<file path="config.mk">
export PLATFORM = sky130hd
export DESIGN_NAME = stream_mux
export DESIGN_NICKNAME = d
export VERILOG_FILES = /design/src/rtl/stream_mux.sv
export SDC_FILE = /design/constraint.sdc
export NUM_CORES = 1
export LEC_CHECK = 0
export BUFFER_PORTS_ARGS = -buffer_cell sky130_fd_sc_hd__buf_2
export CORE_ASPECT_RATIO = 0.75
export CORE_MARGIN = 3
export CORE_UTILIZATION = 46
export CTS_CLUSTER_SIZE = 16
export DETAILED_ROUTE_END_ITERATION = 10
export GPL_ROUTABILITY_DRIVEN = 0
export HOLD_SLACK_MARGIN = 0.03
export PLACE_DENSITY = 0.85
export SYNTH_ARGS = -nofsm -noshare
export SYNTH_HDL_FRONTEND = slang
export SYNTH_SLANG_ARGS = --single-unit
</file>
<file path="constraint.sdc">
create_clock -name clk -period 5.6 [get_ports clk]
set_input_delay 1.12 -clock clk [delete_from_list [all_inputs] [get_ports clk]]
set_output_delay 1.12 -clock clk [all_outputs]
set_load 0.03 [all_outputs]
</file>
<file path="src/rtl/stream_mux.sv">
// stream_mux: N-channel valid/ready stream multiplexer with a registered output stage.
// Fixed-select or round-robin arbitration; one word per cycle under continuous flow.
// Optional feature macro: STREAM_MUX_PARITY_EN adds out_parity (even parity of out_data).
module stream_mux #(
  parameter int unsigned WIDTH    = 8,
  parameter int unsigned CHANNELS = 4,
  localparam int unsigned SW      = $clog2(CHANNELS)
) (
  input  logic                      clk,
  input  logic                      rst_n,
  input  logic [CHANNELS*WIDTH-1:0] in_data,
  input  logic [CHANNELS-1:0]       in_valid,
  output logic [CHANNELS-1:0]       in_ready,
  input  logic [SW-1:0]             sel,
  input  logic                      mode,
  output logic [WIDTH-1:0]          out_data,
  output logic                      out_valid,
  input  logic                      out_ready,
  output logic [SW-1:0]             out_chan
`ifdef STREAM_MUX_PARITY_EN
  ,
  output logic                      out_parity
`endif
);

  logic             load;
  logic             accept;
  logic [SW-1:0]    last;
  logic [SW-1:0]    rr_grant;
  logic             rr_ok;
  logic             fix_ok;
  logic [SW-1:0]    grant;
  logic             grant_ok;
  logic [WIDTH-1:0] grant_data;

  // Output register can take a word when empty or draining this cycle.
  assign load = ~out_valid | out_ready;

  // Round-robin search starting one past the last served channel, with wrap.
  always_comb begin
    int unsigned idx;
    rr_grant = last;
    rr_ok    = 1'b0;
    idx      = 0;
    for (int unsigned i = 1; i <= CHANNELS; i++) begin
      idx = (32'(last) + i) % CHANNELS;
      if (!rr_ok && in_valid[SW'(idx)]) begin
        rr_grant = SW'(idx);
        rr_ok    = 1'b1;
      end
    end
  end

  // Fixed select; out-of-range sel simply never grants.
  assign fix_ok   = (32'(sel) < CHANNELS) && in_valid[sel];
  assign grant    = mode ? rr_grant : sel;
  assign grant_ok = mode ? rr_ok : fix_ok;
  assign accept   = rst_n & load & grant_ok;

  // Select granted channel's data and produce the one-hot ready.
  always_comb begin
    grant_data = '0;
    in_ready   = '0;
    for (int unsigned k = 0; k < CHANNELS; k++) begin
      if (grant == SW'(k)) begin
        grant_data  = in_data[k*WIDTH +: WIDTH];
        in_ready[k] = accept;
      end
    end
  end

  // Output stage and arbitration pointer.
  always_ff @(posedge clk or negedge rst_n) begin
    if (!rst_n) begin
      out_valid <= 1'b0;
      out_data  <= '0;
      out_chan  <= '0;
      last      <= SW'(CHANNELS - 1);
    end else if (accept) begin
      out_valid <= 1'b1;
      out_data  <= grant_data;
      out_chan  <= grant;
      last      <= grant;
    end else if (load) begin
      out_valid <= 1'b0;
    end
  end

`ifdef STREAM_MUX_PARITY_EN
  // Parity travels with the word it describes.
  always_ff @(posedge clk or negedge rst_n) begin
    if (!rst_n) begin
      out_parity <= 1'b0;
    end else if (accept) begin
      out_parity <= ^grant_data;
    end
  end
`else
  // Parity output not built in this configuration.
`endif

endmodule
</file>
* After elaboration in Yosys (flattened, before gate mapping) *
Cells that the tools add are included.

cells by class
  multiplexer cells = 30
  bitwise gates (word level) = 4
  div/mod/pow operators = 0
  reductions and logical operators = 8
  shift operators = 0
  multipliers = 0
  order comparisons = 5
  eq/ne operators = 3
  $add $sub $neg = 4

operators with widths
  cell                                                 number
  2-to-1 mux 8 bit                                     4
  2-to-1 mux 1 bit                                     16
  < comparator 2 x 3 -> 1 bit, second input constant   5
  binary-select mux 1 bit (select 2 bit)               5
  2-to-1 mux 2 bit                                     5
  adder 2 x 1 -> 2 bit, second input constant          2
  adder 2 bit, second input constant                   2
  equality test 2 bit, second input constant           2
  logical AND 1 bit                                    3
  zero test 1 bit                                      3
  bitwise AND 1 bit                                    2
  equality test 2 x 1 -> 1 bit, second input constant  1
  zero test 2 bit                                      1
  nonzero test 2 bit                                   1
  inverter 1 bit                                       1
  OR 1 bit                                             1

storage, ports and cells
  input bits = 42
  memories kept = 0
  register bits = 13
  RAM bits = 0
  bits in read-only memories = 0
  output and inout port bits = 15
  word-level logic and storage cells = 58
  bits in latches = 0

* Depth between registers and ports, before layout *
  depth in word-level cells = 19
  depth in mapped cells = 7
  mapped depth without buffers = 5

* Worst setup path before layout *
No wires, ideal clock.

  path type = input to output
  from = input in_valid[3]
  to = output in_ready[3]
  data arrival time = 2.564 ns
  stages on the path = 5
  data required time = 4.480 ns
  path buffers = 1
  slack = 1.916 ns
  path through = nor2b_1 > o21ai_0 > a41o_1 > buf_2 > nor3_1

on the way
  word-level cells in the longest chain between the ends = 15
  elaborated cells between the ends (all ways) = 29
  those cells by class = 1 x eq/ne; 21 x mux; 1 x bitwise; 6 x reduce/logical

RTL lines
  element                                                   RTL line  RTL
  start: declaration                                        12        input logic [CHANNELS-1:0] in_valid,
  binary-select mux 1 bit (select 2 bit)                    47        if (!rr_ok && in_valid[SW'(idx)]) begin
  2-to-1 mux 1 bit (not written as such)                    47
  2-to-1 mux 1 bit                                          47
  zero test 1 bit                                           47
  logical AND 1 bit                                         47
  2-to-1 mux 1 bit                                          47
  zero test 1 bit                                           47
  logical AND 1 bit                                         47
  2-to-1 mux 1 bit                                          47
  zero test 1 bit                                           47
  logical AND 1 bit                                         47
  2-to-1 mux 2 bit or 2-to-1 mux 1 bit (tied branches)      47
  2-to-1 mux 2 bit or 2-to-1 mux 1 bit (tied branches)      56, 57
  equality test 2 bit or bitwise AND 1 bit (tied branches)  65, 58
  2-to-1 mux 1 bit (*)                                      65        if (grant == SW'(k)) begin
  end: declaration                                          13        output logic [CHANNELS-1:0] in_ready,

Mark *: on every way between the ends. The rest lies on a longest branch, timed or not. The select of a mux whose other input is x is not followed.

* Worst setup path after layout *
  from = input in_valid[1]
  to = output in_ready[3]

The elaborated chain is that of the path after synthesis.

==> impl_metrics.yaml <==
yosys:
  yosys-top-cells-count: "and3_1 (16), dfrtp_1 (11), nand2_1 (11), a211oi_2 (9)"
  synth_edf_count: 0
  synthArstFlopShare_pct: 100.0
  syn_area_um2: 991.0
  synth_cell_types: 28
  yosysSeqAreaShare_pct: 33.08
  synth_area_leaders: "dfrtp_1 (28%), a211oi_2 (11%), and3_1 (10%), o31ai_1 (6.1%), a211oi_1 (5.3%)"
  ys.warnings.count: 0
  yosysTopAreaCell: "dfrtp_1"
  synth_most_common_cell: "and3_1"
  syn_inst: 104
  syn_area_per_cell_um2: 9.528
  synth_ff_type: "dfrtp_1"
  syn_nets: 146
  ys_ff_latch: 13
  netlist.area_leader.share_pct: 27.78
sta:
  fin_crit_sh_pct: 70.61
  drv_slew: 0
  rsz0062_at_grt: "no"
  finClkSkew_ps: 5.288
  hold_viol: 0
  min_period_ps: 3954
  finalSetupTns_ps: 0
  worst_pin_slew_ps: 589.6
  setup_viol: 0
  slew_headroom_pct: 60.69
  fmax_mhz: 252.9
route:
  wire_per_inst_um: 15.77
  via_per_inst: 5.816
  drt.antenna.violating_nets: 0
  first_pass_iters: 4
  vias: 1041
  wl_um: 2822
  initialDrtViolationCount: 44
  drc: 0
power:
  finalPower_uw: 410.6
  pwr-share-seq_pct: 34.8
  p_leak_nw: 0.6606
  power_switching_uw: 185.2
  p_int_uw: 225.3
  ir_drop_mv: 0.2633
  clkPwrFrac_pct: 14.0
  share_comb_of_total_power_pct: 51.2
  power_switching_share_pct: 45.11
  power_density_nw_per_um2: 322.0
global_routing:
  antenna_found_initial: 0
  grt_usage_pct: 21.33
  grt_pass1_vias: 971
  grt-ovfl-total: 0
  grt_max_degree: 21
  grt_pass1_wl_um: 4298
finish:
  fin_util_pct: 67.57
  drive_gt1_share_pct: 49.04
  antenna_cells: 0
  area_growth_pct: 28.66
  fillers: 162
  nets: 200
  instances_no_fill: 179
critical_path:
  critPathKind: "input pin to output port"
  worst-endpoint-arrival_ps: 2830
  end_kind: "output port"
  critPathRequiredTime_ps: 4480
  startpoint_type: "input pin"
  worstPathMaxFanout: 20
clock_tree:
  clk_latency_ps: 270
  clock_sinks: 13
  cts_made_buffers: 3
  cts-htree-levels: 1
  postCtsSetupBuffers: 0
  cts-root-buf: "clkbuf_4"
  ctsResizeCount: 0
  clkTransAtPathRegs_ps: 70
  clockBufferDepth: 2
  postCtsHoldBufs: 0
  cts_tree: "yes"
job:
  maxCapViolations: 0
die:
  core_area_um2: 1887
  die_x_um: 59.60
  die_h_um: 46.20
  initial_core_util_pct: 52.52
  io_pins: 57
  die_area_um2: 2753
  rows: 13
run_status:
  outcome: "completed"
placement:
  place.port_buffers: 56
  dp_cells: 175
  dp_hpwl_um: 2286
hold_path:
  min_path_type: "flop to flop"
final timing paths:
kind / cells after the start / startpoint / slack [ps] / endpoint
hold reg to reg: 1 / out_chan[0] / 480 / out_chan[0]
max in group asynchronous: 1 / rst_n / 4580 / last[1]
hold / removal: 1 / out_chan[0] / 480 / out_chan[0]
min in group asynchronous: 1 / rst_n / 730 / out_data[5]
setup reg to reg: 5 / last[0] / 3300 / out_data[3]
setup / recovery: 6 / in_valid[1] / 1650 / in_ready[3]
power groups by stage:
stage	combinational (mW)	sequential, mW	clock, mW
floorplan	0.107	0.186	0
global placement	0.204	0.142	0
detailed placement	0.211	0.144	0
CTS	0.211	0.142	0.0592
global route	0.227	0.146	0.0622
finish	0.210	0.143	0.0575
through the flow:
step | cell area, um2 | setup WS, ps | hold slack, ps
after global routing | 1275 | 1420 | 507.5
after floorplan | 991.0 | 1916 | 508.3
after CTS | 1275 | 1638 | 481.1
after global placement | 1249 | 1730 | 457.1
final | 1275 | 1646 | 482.7
after detailed placement | 1249 | 1625 | 463.5
flip-flops by register name (all words and copies together) (netlist names):
name	count
last	2
out_valid	1
out_chan	2
out_data	8
cells in the final DEF, fill, tap and decap left out, types with 2 or more instances in the layout:
| master | instances |
|---|---|
| nand2_1 | 11 |
| dfstp_2 | 2 |
| buf_2 | 56 |
| nor2_1 | 8 |
| nor2b_1 | 5 |
| dfrtp_1 | 11 |
| a211oi_2 | 9 |
| and3_1 | 16 |
| clkbuf_4 | 3 |
| a21o_1 | 4 |
| a211oi_1 | 7 |
| o31ai_1 | 8 |
layer usage:
layer | global-route usage [%] | share of wire (%)
met5 | 0 | 0
met4 | 6.195 | 0
met3 | 5.322 | 10
met2 | 34.64 | 47
met1 | 28.21 | 43
worst max-delay path: stages:
cell,delay [ps]
buf_2,120
nor2b_1,150
o21ai_2,500
nand2_2,430
nor3_1,270
buf_2,230
logic make-up (layout without fill, tap and decap cells):
logic type	count (synthesis)	after routing	synth area share (%)
DFF	13	13	33.08
muxes	1	1	2.273
and+or+nand+nor	46	46	23.99
AOI/OAI and AO/OA	36	36	34.85
buffers and inverters	8	61	5.808
final cells by class:
class	instances	area (um2)	share of cell area, %
clock buffers	4	26.28	2.061
multi-input cells	83	605.6	47.50
flip-flops and latches	13	327.8	25.71
well taps	22	27.53	2.159
repair buffers	57	287.8	22.57
Note: power is estimated with default switching activity, not from simulation.
